**src/rtl/instr_ram_loader.sv**
```systemverilog
// Writable instruction RAM with a valid/ready byte loader that holds the core in reset until a program is in place.
// Optional build macro LOADER_CHECKSUM_EN: the final beat is a checksum byte that must bring the byte sum to zero.
module instr_ram_loader #(
    parameter int ADDR_WIDTH = 8,
    parameter int DATA_WIDTH = 8,
    parameter int DEPTH      = 256
) (
    input  logic                  input_Clock,
    input  logic                  input_Reset,
    input  logic                  input_Load_Start,
    input  logic                  input_Run,
    input  logic                  input_Load_Valid,
    input  logic [DATA_WIDTH-1:0] input_Load_Data,
    input  logic                  input_Load_Last,
    output logic                  output_Load_Ready,
    input  logic [ADDR_WIDTH-1:0] input_Address,
    output logic [DATA_WIDTH-1:0] output_Instruction,
    output logic                  output_Core_Reset,
    output logic [ADDR_WIDTH:0]   output_Load_Count,
    output logic                  output_Error
);

    localparam int IDX_W = (DEPTH > 1) ? $clog2(DEPTH) : 1;
    localparam int CNT_W = ADDR_WIDTH + 1;
    localparam logic [CNT_W-1:0] DEPTH_C = CNT_W'(DEPTH);
    localparam logic [CNT_W-1:0] LAST_C  = CNT_W'(DEPTH - 1);

    typedef enum logic [1:0] {IDLE, LOAD, RUN, ERROR} state_t;

    state_t                state_q;
    logic [CNT_W-1:0]      ptr_q;
    logic [CNT_W-1:0]      ptr_d;
    logic                  ready_q;
    logic                  core_rst_q;
    logic                  error_q;
    logic [DATA_WIDTH-1:0] mem [DEPTH];

    logic beat;
    logic wr_en;
    logic load_enter;

    // Load_Start only restarts a load from outside LOAD; inside LOAD it is ignored.
    assign load_enter = input_Load_Start && (state_q != LOAD);
    assign beat       = (state_q == LOAD) && ready_q && input_Load_Valid;
    assign ptr_d      = ptr_q + 1'b1;

`ifdef LOADER_CHECKSUM_EN
    logic [DATA_WIDTH-1:0] sum_q;
    logic [DATA_WIDTH-1:0] sum_d;

    assign sum_d = sum_q + input_Load_Data;
    // The checksum beat is never stored, and a data beat past the end is dropped.
    assign wr_en = beat && !input_Load_Last && (ptr_q < DEPTH_C);
`else
    assign wr_en = beat;
`endif

    always_ff @(posedge input_Clock or posedge input_Reset) begin
        if (input_Reset) begin
            state_q    <= IDLE;
            ptr_q      <= '0;
            ready_q    <= 1'b0;
            core_rst_q <= 1'b1;
            error_q    <= 1'b0;
`ifdef LOADER_CHECKSUM_EN
            sum_q      <= '0;
`endif
        end else if (load_enter) begin
            state_q    <= LOAD;
            ptr_q      <= '0;
            ready_q    <= 1'b1;
            core_rst_q <= 1'b1;
            error_q    <= 1'b0;
`ifdef LOADER_CHECKSUM_EN
            sum_q      <= '0;
`endif
        end else begin
            case (state_q)
                IDLE: begin
                    if (input_Run) begin
                        state_q    <= RUN;
                        core_rst_q <= 1'b0;
                    end
                end
                LOAD: begin
                    if (beat) begin
`ifdef LOADER_CHECKSUM_EN
                        if (input_Load_Last) begin
                            ready_q <= 1'b0;
                            if (sum_d == '0) begin
                                state_q    <= RUN;
                                core_rst_q <= 1'b0;
                            end else begin
                                state_q <= ERROR;
                                error_q <= 1'b1;
                            end
                        end else if (ptr_q == DEPTH_C) begin
                            state_q <= ERROR;
                            ready_q <= 1'b0;
                            error_q <= 1'b1;
                        end else begin
                            ptr_q <= ptr_d;
                            sum_q <= sum_d;
                        end
`else
                        ptr_q <= ptr_d;
                        if (input_Load_Last) begin
                            state_q    <= RUN;
                            ready_q    <= 1'b0;
                            core_rst_q <= 1'b0;
                        end else if (ptr_q == LAST_C) begin
                            state_q <= ERROR;
                            ready_q <= 1'b0;
                            error_q <= 1'b1;
                        end
`endif
                    end
                end
                RUN: begin
                    ready_q    <= 1'b0;
                    core_rst_q <= 1'b0;
                end
                default: begin
                    ready_q    <= 1'b0;
                    core_rst_q <= 1'b1;
                end
            endcase
        end
    end

    // Storage is deliberately outside the reset domain so a program survives a reset.
    always_ff @(posedge input_Clock) begin
        if (wr_en) begin
            mem[ptr_q[IDX_W-1:0]] <= input_Load_Data;
        end
    end

    assign output_Instruction = ({1'b0, input_Address} < DEPTH_C) ? mem[input_Address[IDX_W-1:0]] : '0;
    assign output_Load_Ready  = ready_q;
    assign output_Core_Reset  = core_rst_q;
    assign output_Load_Count  = ptr_q;
    assign output_Error       = error_q;

endmodule
```
**config.mk**
```make
export PLATFORM = sky130hd
export DESIGN_NAME = instr_ram_loader
export DESIGN_NICKNAME = d
export VERILOG_FILES = /design/src/rtl/instr_ram_loader.sv
export SDC_FILE = /design/constraint.sdc
export NUM_CORES = 2
export LEC_CHECK = 0
export CAP_MARGIN = 20
export CORE_MARGIN = 8
export CORE_UTILIZATION = 35
export CTS_BUF_LIST = sky130_fd_sc_hd__clkbuf_4
export DETAILED_ROUTE_END_ITERATION = 8
export PLACE_DENSITY = 0.48
export SLEW_MARGIN = 5
export SYNTH_ARGS = -nofsm -noshare
export SYNTH_HDL_FRONTEND = slang
export SYNTH_SLANG_ARGS = --single-unit
```
**constraint.sdc**
```tcl
create_clock -name input_Clock -period 4.46 [get_ports input_Clock]
set_input_delay 0.669 -clock input_Clock [delete_from_list [all_inputs] [get_ports input_Clock]]
set_output_delay 0.669 -clock input_Clock [all_outputs]
set_load 0.05 [all_outputs]
```
==> impl_metrics.csv <==
group,metric,value,unit
placed_design,routabilityCongestion,0.843,
global_route,grt_antenna_before_repair,11,
synth,netlist_area,80500,um2
global_route,first_global_vias,45600,
clocking,worst_skew_pair.late_latency,1.38,ns
global_route,grt_remaining_overflow,0,
timing,holdWs,0.287,ns
placed_design,hpwl,150000,um
timing,clock-skew-final,0.0796,ns
power,power_frac_clock,40.8,%
timing,timing.final.ws_setup,0.104,ns
final_layout,highest_count_cells_in_the_layout_ignoring_fill_and_taps,"2048 x sky130_fd_sc_hd__edfxtp_1, 810 x sky130_fd_sc_hd__clkbuf_4, 504 x sky130_fd_sc_hd__buf_4",
synth,postSynthRegisterBits,2062,
routing,drtPass1Iterations,7,
clocking,cts-htree-levels,6,
synth,top_cell_type_by_total_area_after_synthesis,"sky130_fd_sc_hd__edfxtp_1",
floorplan,floorplan.core_area,229000,um2
synth,synth_cell_type_count,61,
timing,fin_setup_tns,0,ns
synth,yosysWarningCount,0,
clocking,root_buffer,"sky130_fd_sc_hd__clkbuf_4",
clocking,cts.reportedPaths.clkPinSlew,0.06,ns
floorplan,fp-row-count,176,
clocking,tritoncts_clock_tree,"yes",
placed_design,placement.setup.worst_slack,-0.569,ns
floorplan,top_level_ports,42,
clocking,post_cts.repair.setup_buffers,0,
timing,maximum_operating_frequency,230,MHz
final_layout,ff_latch_area,61900,um2
timing,number_of_max_slew_violations_in_the_final_report,0,
worst_hold_path,worst_hold_path_type,"in -> async",
routing,wirelength,236000,um
global_route,grt_start_max_net_pins,129,
worst_setup_path,ff2ff_setup_slack,1.13,ns
run,timing.max_cap.violations,0,
floorplan,dieWidth,496,um
timing,hold_viol,0,
routing,avgRoutedWirePerCell,28.4,um
power,leakagePower,31.7,nW
synth,postSynth.asyncResetShare,0.679,%
placed_design,io_buffer_count,41,
floorplan,dieHeight,496,um
final_layout,multi_input_area,17800,um2
timing,finalWorstPathRequiredPeriod,4.36,ns
timing,max_slew_margin,31.6,%
synth,post-synth-top-area-fraction,76.4,%
synth,ys_seq_area_share,76.8,%
floorplan,fp.dieArea,246000,um2
timing,unrepaired_setup_endpoints_after_global_routing,"true",
worst_setup_path,rr_startpoint,"state_q[1]",
final_layout,layout.cells.most_common,"sky130_fd_sc_hd__edfxtp_1",
final_layout,area_growth_syn_to_layout,19.1,%
final_layout,nFillCells,20500,
routing,residual_drc,0,
routing,ant_nets,0,
clocking,cts_inserted_buffers,565,
placed_design,numPlacedInstances,7343,
status,outcome,"finished clean",
timing,finalSetupViolCount,0,
final_layout,number_of_nets_in_the_finished_design,4918,
worst_setup_path,critical_path.reg2reg.endpoint,"mem[115][1]",
synth,post_synth_main_area_contributors,"sky130_fd_sc_hd__edfxtp_1 76%, sky130_fd_sc_hd__mux4_2 11%, sky130_fd_sc_hd__mux2i_1 3.3%",
worst_setup_path,setup.worst_path.end_class,"output pin",
worst_setup_path,critical_path.startpoint_type,"primary input",
power,comb_power_share,6.2,%
worst_setup_path,reg2regPathDepth,6,
timing,slew_worst_pin,1.03,ns
power,powerDensity,420,nW/um2
timing,period_share,97.7,%
worst_setup_path,worst_path_fanout_max,4,
synth,syn_inst,3944,
power,vdd_drop_max,0.000260,V
final_layout,post-route-util,41.8,%
power,power.net_switching,9.31,mW
power,power.sequential.fraction,53.0,%
synth,synth_enable_flop_cells,2048,
routing,routed-via-count,43500,
routing,drt_iter0_markers,3713,
routing,route.detailed.vias_per_inst,5.25,
clocking,max-clock-path-buffers,4,
synth,most_instantiated_flip_flop_cell_in_the_synthesis_netlist,"sky130_fd_sc_hd__edfxtp_1",
final_layout,final-instance-count-excl-fill,8297,
global_route,grt_first_pass_wirelength,336000,um
worst_setup_path,timing.setup.critical_path_class,"in -> out",
power,p_int,30.9,mW
final_layout,final_layout_size_suffix_gt1_share,36.9,%
final_layout,final_design_area_no_fill,95800,um2
synth,syn_nets,3971,
power,power.switching_fraction,23.1,%
worst_setup_path,arrival_time_at_the_worst_endpoint,3.69,ns
floorplan,initial_utilization,35.1,%
power,total_power,40.2,mW
placed_design,postPlaceCellArea,88400,um2
global_route,groute.usage.overall,19.0,%
worst_setup_path,required_time_of_the_critical_path,3.79,ns
synth,syn_area_per_cell,20.4,um2
clocking,cts.sink_count,2062,
-- power by group through the flow --
stage                     combinational [mW]  clock (mW)  sequential, mW
after global routing                    2.63        17.9            21.3
final                                   2.49        16.4            21.3
after detailed placement                2.46           0            21.7
after CTS                               2.55        17.0            21.3
after global placement                  2.44           0            21.7
after floorplan                         1.10           0            21.8
-- cells by family after synthesis --
logic type / share of synthesized area, %
flops: 76.8
simple gates: 2.85
compound gates: 3.62
xor+xnor: 0.0762
fa+ha+maj: 0.0777
buf+inv: 1.85
mux: 14.7
-- cell type report --
cell class | count | area share (%)
antenna | 12 | 0.0313
clock inverter | 125 | 0.700
timing repair buffer | 615 | 5.82
multi-input combinational | 1637 | 18.6
tap | 3026 | 3.95
sequential | 2062 | 64.5
clock buffer | 810 | 6.35
inverter | 10 | 0.0418
-- sequential cells by signal, indices dropped and copies added, names as in the netlist --
signal and flops:
output_Error 1, output_Core_Reset 1, output_Load_Ready 1, state_q 2, mem 2048, output_Load_Count 9
-- metal layers --
layer	share of wire, %	vias to the layer above	wire (um)	global-route usage [%]
met5	0	-	0	0
met4	2.9	0	6930	6.42
met3	5.9	394	14000	3.80
met2	49	1461	115000	30.9
met1	42	23000	100000	25.5
li1	-	18700	-	-
-- worst max-delay path by stage --
| stage | slack (ns) | startpoint | to | cells after the start |
|---|---|---|---|---|
| finish | 0.10 | input_Address[6] | output_Instruction[2] | 10 |
| detailed placement | -0.57 | input_Address[2] | output_Instruction[5] | 10 |
| global route | -0.06 | mem[131][3] | output_Instruction[3] | 9 |
| floorplan | 0.08 | input_Address[1] | output_Instruction[5] | 10 |
| CTS | -0.04 | mem[94][5] | output_Instruction[5] | 7 |
| global placement | -0.92 | input_Address[6] | output_Instruction[0] | 13 |
-- repair_timing --
action | 4_1_cts | 5_1_grt
hold buffers | 16 | 0
endpoints found under the hold margin | 810 | 0
gates resized for setup | 112 | 8
pin swaps | 31 | 6
endpoints found under the setup margin | 8 | 4
-- critical path: stages --
cell and delay, ns:
sky130_fd_sc_hd__clkdlybuf4s50_1 0.54, sky130_fd_sc_hd__buf_4 0.21, sky130_fd_sc_hd__nor2_1 0.67, sky130_fd_sc_hd__o21ai_0 0.23, sky130_fd_sc_hd__a211oi_1 0.24, sky130_fd_sc_hd__o211ai_1 0.25
sky130_fd_sc_hd__a31oi_1 0.28, sky130_fd_sc_hd__nand3_2 0.18, sky130_fd_sc_hd__and3_4 0.23, sky130_fd_sc_hd__buf_12 0.14
-- cells in the mapped netlist, drive strengths merged, types with 5 or more instances --
cell       n
xor2       5
ha         5
nand3     22
a31oi      9
clkbuf   110
a21oi     89
nor2     314
o31ai     11
nand2b     6
nor4      12
o32ai      5
mux4     405
a211oi    25
edfxtp  2048
o221ai    98
a221oi    10
dfrtp     13
nor2b     16
nor3      51
inv       10
o22ai     55
and2      10
nand2     92
o211ai     7
o21ai     29
buf      125
a22o      14
mux2i    266
a22oi     44
(Power assumes the default switching activity.)
